## src/rtl/alu_muldiv.sv

```systemverilog
// alu_muldiv: iterative RV32M multiply/divide unit for the execute stage.
// Sequence: IDLE -> PREP (take operand magnitudes, record result sign) ->
// CALC (WIDTH cycles, one product/quotient bit each) -> FIN (sign-corrected
// result with a one-cycle done pulse) -> IDLE. One operation in flight.
// Optional macro ALU_MULDIV_EARLY_OUT_EN: a multiply with a zero operand or a
// divide by zero skips CALC and goes straight from PREP to FIN.
// Ports:
//   clk, rst_n      clock (rising edge), asynchronous active-low reset
//   start           request, accepted only in IDLE and not alongside flush
//   op[2:0]         0 MUL,1 MULH,2 MULHSU,3 MULHU,4 DIV,5 DIVU,6 REM,7 REMU
//   dataa, datab    rs1 / rs2, captured when start is accepted
//   flush           abandons the in-flight operation without a done pulse
//   busy            high from the cycle after acceptance through FIN
//   done            one-cycle pulse in FIN; result valid that cycle
//   result          registered result, changes only in FIN or at reset
module alu_muldiv #(
  parameter int unsigned WIDTH = 32
) (
  input  logic             clk,
  input  logic             rst_n,
  input  logic             start,
  input  logic [2:0]       op,
  input  logic [WIDTH-1:0] dataa,
  input  logic [WIDTH-1:0] datab,
  input  logic             flush,
  output logic             busy,
  output logic             done,
  output logic [WIDTH-1:0] result
);

  localparam int unsigned CNT_W = $clog2(WIDTH) + 1;
  localparam int unsigned DW    = 2 * WIDTH;

  localparam logic [2:0] OP_MUL    = 3'd0;
  localparam logic [2:0] OP_MULH   = 3'd1;
  localparam logic [2:0] OP_MULHSU = 3'd2;
  localparam logic [2:0] OP_DIV    = 3'd4;
  localparam logic [2:0] OP_REM    = 3'd6;

  typedef enum logic [1:0] {S_IDLE, S_PREP, S_CALC, S_FIN} state_e;

  state_e           state_q, state_d;
  logic [2:0]       op_q, op_d;
  logic [WIDTH-1:0] a_q, a_d;
  logic [WIDTH-1:0] b_q, b_d;
  logic [WIDTH-1:0] opnd_q, opnd_d;   // multiplicand or divisor magnitude
  logic [DW-1:0]    acc_q, acc_d;     // {high/remainder, low/multiplier/quotient}
  logic             neg_q, neg_d;     // negate the final value in FIN
  logic [CNT_W-1:0] cnt_q, cnt_d;
  logic             busy_q, busy_d;
  logic             done_q, done_d;
  logic [WIDTH-1:0] result_q, result_d;

  // Operand interpretation of the latched operation
  logic             is_mul_c, a_signed_c, b_signed_c, a_neg_c, b_neg_c, b_zero_c;
  logic [WIDTH-1:0] a_abs_c, b_abs_c;

  assign is_mul_c   = ~op_q[2];
  assign a_signed_c = (op_q == OP_MULH) || (op_q == OP_MULHSU) ||
                      (op_q == OP_DIV)  || (op_q == OP_REM);
  assign b_signed_c = (op_q == OP_MULH) || (op_q == OP_DIV) || (op_q == OP_REM);
  assign a_neg_c    = a_signed_c & a_q[WIDTH-1];
  assign b_neg_c    = b_signed_c & b_q[WIDTH-1];
  assign b_zero_c   = (b_q == '0);
  assign a_abs_c    = a_neg_c ? (~a_q + WIDTH'(1)) : a_q;
  assign b_abs_c    = b_neg_c ? (~b_q + WIDTH'(1)) : b_q;

  // One shift-add multiply step: add multiplicand on multiplier LSB, shift right
  logic [WIDTH:0]   mul_sum_c;
  logic [DW-1:0]    mul_next_c;
  assign mul_sum_c  = {1'b0, acc_q[DW-1:WIDTH]} + {1'b0, opnd_q};
  assign mul_next_c = acc_q[0] ? {mul_sum_c, acc_q[WIDTH-1:1]}
                               : {1'b0, acc_q[DW-1:1]};

  // One restoring divide step; a zero divisor yields all-ones quotient and
  // leaves the dividend in the remainder, which matches RV32M
  logic [WIDTH:0]   div_shift_c;
  logic [WIDTH-1:0] div_diff_c;
  logic             div_ge_c;
  logic [DW-1:0]    div_next_c;
  assign div_shift_c = acc_q[DW-1:WIDTH-1];
  assign div_ge_c    = div_shift_c >= {1'b0, opnd_q};
  assign div_diff_c  = div_shift_c[WIDTH-1:0] - opnd_q;
  assign div_next_c  = div_ge_c ? {div_diff_c, acc_q[WIDTH-2:0], 1'b1}
                                : {acc_q[DW-2:0], 1'b0};

  logic [DW-1:0]    step_c;
  assign step_c = is_mul_c ? mul_next_c : div_next_c;

  // Sign correction of the value produced by the last CALC step
  logic [DW-1:0]    prod_c;
  logic [WIDTH-1:0] quo_c, rem_c, fin_c;
  assign prod_c = neg_q ? (~step_c + DW'(1)) : step_c;
  assign quo_c  = neg_q ? (~step_c[WIDTH-1:0] + WIDTH'(1)) : step_c[WIDTH-1:0];
  assign rem_c  = neg_q ? (~step_c[DW-1:WIDTH] + WIDTH'(1)) : step_c[DW-1:WIDTH];
  assign fin_c  = is_mul_c ? ((op_q == OP_MUL) ? prod_c[WIDTH-1:0] : prod_c[DW-1:WIDTH])
                           : (op_q[1] ? rem_c : quo_c);

`ifdef ALU_MULDIV_EARLY_OUT_EN
  // Trivial operands whose result is known without iterating
  logic             early_hit_c;
  logic [WIDTH-1:0] early_res_c;
  assign early_hit_c = is_mul_c ? ((a_q == '0) || b_zero_c) : b_zero_c;
  assign early_res_c = is_mul_c ? '0 : (op_q[1] ? a_q : '1);
`endif

  // Next-state and datapath control
  always_comb begin
    state_d  = state_q;
    op_d     = op_q;
    a_d      = a_q;
    b_d      = b_q;
    opnd_d   = opnd_q;
    acc_d    = acc_q;
    neg_d    = neg_q;
    cnt_d    = cnt_q;
    result_d = result_q;
    unique case (state_q)
      S_IDLE: begin
        if (start && !flush) begin
          state_d = S_PREP;
          op_d    = op;
          a_d     = dataa;
          b_d     = datab;
        end
      end
      S_PREP: begin
        if (flush) begin
          state_d = S_IDLE;
        end else begin
          state_d = S_CALC;
          acc_d   = {{WIDTH{1'b0}}, a_abs_c};
          opnd_d  = b_abs_c;
          cnt_d   = '0;
          if (is_mul_c)     neg_d = a_neg_c ^ b_neg_c;
          else if (op_q[1]) neg_d = a_neg_c;
          else              neg_d = (a_neg_c ^ b_neg_c) & ~b_zero_c;
`ifdef ALU_MULDIV_EARLY_OUT_EN
          if (early_hit_c) begin
            state_d  = S_FIN;
            result_d = early_res_c;
          end
`endif
        end
      end
      S_CALC: begin
        if (flush) begin
          state_d = S_IDLE;
        end else begin
          acc_d = step_c;
          cnt_d = cnt_q + CNT_W'(1);
          if (cnt_q == CNT_W'(WIDTH - 1)) begin
            state_d  = S_FIN;
            result_d = fin_c;
          end
        end
      end
      S_FIN: begin
        state_d = S_IDLE;
      end
      default: state_d = S_IDLE;
    endcase
    busy_d = (state_d != S_IDLE);
    done_d = (state_d == S_FIN);
  end

  // State and output registers
  always_ff @(posedge clk or negedge rst_n) begin
    if (!rst_n) begin
      state_q  <= S_IDLE;
      op_q     <= '0;
      a_q      <= '0;
      b_q      <= '0;
      opnd_q   <= '0;
      acc_q    <= '0;
      neg_q    <= 1'b0;
      cnt_q    <= '0;
      busy_q   <= 1'b0;
      done_q   <= 1'b0;
      result_q <= '0;
    end else begin
      state_q  <= state_d;
      op_q     <= op_d;
      a_q      <= a_d;
      b_q      <= b_d;
      opnd_q   <= opnd_d;
      acc_q    <= acc_d;
      neg_q    <= neg_d;
      cnt_q    <= cnt_d;
      busy_q   <= busy_d;
      done_q   <= done_d;
      result_q <= result_d;
    end
  end

  assign busy   = busy_q;
  assign done   = done_q;
  assign result = result_q;

endmodule

```

## config.mk

```make
export PLATFORM = sky130hd
export DESIGN_NAME = alu_muldiv
export DESIGN_NICKNAME = d
export VERILOG_FILES = /design/src/rtl/alu_muldiv.sv
export SDC_FILE = /design/constraint.sdc
export NUM_CORES = 1
export LEC_CHECK = 0
export ABC_AREA = 1
export BUFFER_PORTS_ARGS = -buffer_cell sky130_fd_sc_hd__buf_4
export CELL_PAD_IN_SITES_DETAIL_PLACEMENT = 0
export CELL_PAD_IN_SITES_GLOBAL_PLACEMENT = 1
export CORE_MARGIN = 1
export CORE_UTILIZATION = 48
export CTS_CLUSTER_DIAMETER = 60
export DETAILED_ROUTE_END_ITERATION = 8
export PLACE_DENSITY_LB_ADDON = 0.1
export SETUP_SLACK_MARGIN = 0.15
export SLEW_MARGIN = 30
export SYNTH_ARGS = -nofsm -noshare
export SYNTH_HDL_FRONTEND = slang
export SYNTH_SLANG_ARGS = --single-unit
```

## constraint.sdc

```tcl
create_clock -name clk -period 6 [get_ports clk]
set_clock_uncertainty 0.15 [all_clocks]
set_input_delay 0.9 -clock clk [delete_from_list [all_inputs] [get_ports clk]]
set_output_delay 0.9 -clock clk [all_outputs]
set_load 0.005 [all_outputs]
```

==> summary.txt <==
hold crit path type: in2async
total track usage: 37.5%
Pins Over Slew Limit: 0
P_leak: 11.4 nW
ranking of synthesized cells by area: dfrtp_1 27%, nand2_1 18%, inv_1 8.2%, nand3_1 6.4%, nor2_1 5.8%
fin crit share: 86.2%
ys async rst share: 100%
post-DP HPWL: 60.1 mm
# DRC: 0
critical path required time: 6.31 ns
CTS tree: built
Crit path largest cell delay: 0.41 ns
post-CTS sizing: 0
endpoints failing hold: 0
Commonest cells post-synth: 935 x nand2_1, 425 x inv_1, 300 x nor2_1, 247 x nand3_1, 206 x dfrtp_1
total negative setup slack: 0 ns
Final setup viols: 0
EDFF count, synth: 0
Setup WS post-layout: 0.830 ns
Nets: 3,345
clock buffer depth: 3
DRT Wirelength: 76.7 mm
FF+latch count, synth: 206
Mapped Area: 0.0194 mm^2
core box area: 0.0398 mm^2
Unique masters post-synth: 55
hold_ws: 0.0847 ns
Mapped Avg Cell Area: 6.14 um^2
Critical Path Slowest Stage Cell: dfrtp_1
router iterations before antenna repair: 6
die area: 0.0412 mm^2
Max-cap violations: 0
PD cells: 702 mW/mm^2
I/O pins: 105
Mapped Cells: 3,158
via count: 21,400
vias in the first global route: 20,100
die width: 203 um
wire per inst: 20.5 um
Crit Path Max Fanout: 11
status: complete, no violations
CTS Root Cell: clkbuf_16
initial antenna violation count: 4
Starting Density: 48.7%
largest net degree at the start of global routing: 109
slew margin rel.: 36.6%
yosys warns: 0
layout cells sized above 1: 9.40%
first-pass GRT wire length: 119 mm
drt initial violations: 2,211
routed vias/inst: 5.71
area grow syn2layout: 11.3%
fmax: 193 MHz
RePlAce Congestion: 0.993
Post-CTS Setup Bufs: 0
CTS Hold Buffers Added: 0
sequential-to-total area share from yosys stat: 26.6%
VDD IR max: 0.277 mV
Worst-path clk slew: 0.06 ns
leading area contributor after synthesis: dfrtp_1
total CTS buffers: 30
die height: 203 um
CP arrival: 5.48 ns
unrepaired setup endpoints after global routing: no
WS Path Type: reg2reg
H-tree depth: 1
Clk Latency, worst-skew pair: 0.62 ns
Post-DRT Antenna Nets: 0
Sink Count: 206
net count after synthesis: 3,300
std cell rows: 73
Least-Margin Pin Slew: 0.948 ns
proportion of netlist area held by the largest area contributor: 26.6%
most frequent cell after synthesis: nand2_1
Final Util: 54.2%
CP Capture Type: register
grt ovf: 0
most used cell, CP: nand2_1
Placement Setup Slack: 1.00 ns
min Tclk post-route: 5.17 ns
ys flop type: dfrtp_1
Startpoint Class: register
port buffer count: 104
-- final timing paths --
kind / slack, ns / start / end / cells past startpoint
max in group asynchronous: 4.56 / rst_n / op_q[2] / 2
hold / removal: 0.08 / rst_n / opnd_q[27] / 1
min in group clk: 0.33 / result[20] / result[20] / 2
setup reg to reg: 0.83 / opnd_q[11] / result[26] / 29
setup / recovery: 0.83 / opnd_q[11] / result[26] / 29
hold reg to reg: 0.33 / result[20] / result[20] / 2
-- power by group --
group,internal [W],switching [W]
Clock,0.00116,0.000731
Sequential,0.00181,0.000500
Combinational,0.00317,0.00780
-- cell families (layout without fill, tap and decap cells) --
| logic type | Yosys count | count (layout) | share of synthesized area, % |
|---|---|---|---|
| buffers and inverters | 566 | 631 | 11.5 |
| multiplexers | 17 | 17 | 0.987 |
| other | 0 | 1 | 0 |
| flip-flops | 206 | 206 | 26.6 |
| XOR/XNOR | 101 | 101 | 4.56 |
| adder cells (fa/ha/maj) | 71 | 71 | 4.66 |
| AO/OA/AOI/OAI | 541 | 541 | 15.6 |
| AND/OR/NAND/NOR | 1656 | 1656 | 36.1 |
-- metrics by stage --
step | std cells | total power [W] | area [um^2]
finish | 3749 | 0.0152 | 21600
floorplan | 3158 | 0.00961 | 19400
CTS | 3747 | 0.0149 | 21600
global route | 3748 | 0.0163 | 21600
global placement | 3695 | 0.0129 | 20500
detailed placement | 3695 | 0.0129 | 20500
-- area by class of cell --
class | instances | area, um^2
antenna | 1 | 2.50
clock buffer | 41 | 842
clock inverter | 11 | 203
fill | 4128 | 18200
inverter | 453 | 1700
multi-input combinational | 2386 | 12000
sequential | 206 | 5160
tap | 525 | 657
timing repair buffer | 126 | 998
-- worst max-delay path: cells and delay by family (launching register included) --
family / cells / cell delay [ns]
AOI/OAI and AO/OA: 2 / 0.45
DFF: 1 / 0.41
buffers and inverters: 4 / 0.25
and+or+nand+nor: 21 / 3.21
adders and majority gates: 2 / 0.52
-- cell usage in the layout, fill, tap and decap left out, drive strengths merged, types with 5 or more instances in the layout --
cell and n:
xor2 86, o31ai 9, clkbuf 41, nand2 966, o221ai 8, o22ai 35, a21oi 184, o21a 5
xnor2 15, dfrtp 206, a31oi 11, nand4 31, clkinv 14, o21ai 228, o21bai 14, mux2 17
nand3b 9, or2 13, nand3 255, ha 69, o211ai 35, inv 446, buf 126, nor3 43
nor2 325, nor4 7
-- layer usage --
metal | vias to the layer above | share of wire [%] | global-route usage, %
met5 | - | 0 | 0
met4 | 0 | 4.2 | 14.0
met3 | 154 | 9.3 | 6.34
met2 | 1025 | 43 | 57.6
met1 | 9967 | 43 | 52.4
li1 | 10300 | - | -
-- registers in the layout, indices dropped and copies added (netlist names) --
register	flops
done	1
op_q	3
state_q	2
a_q	32
cnt_q	6
neg_q	1
opnd_q	32
b_q	32
result	32
acc_q	64
busy	1
Note: power is estimated with default switching activity, not from simulation.
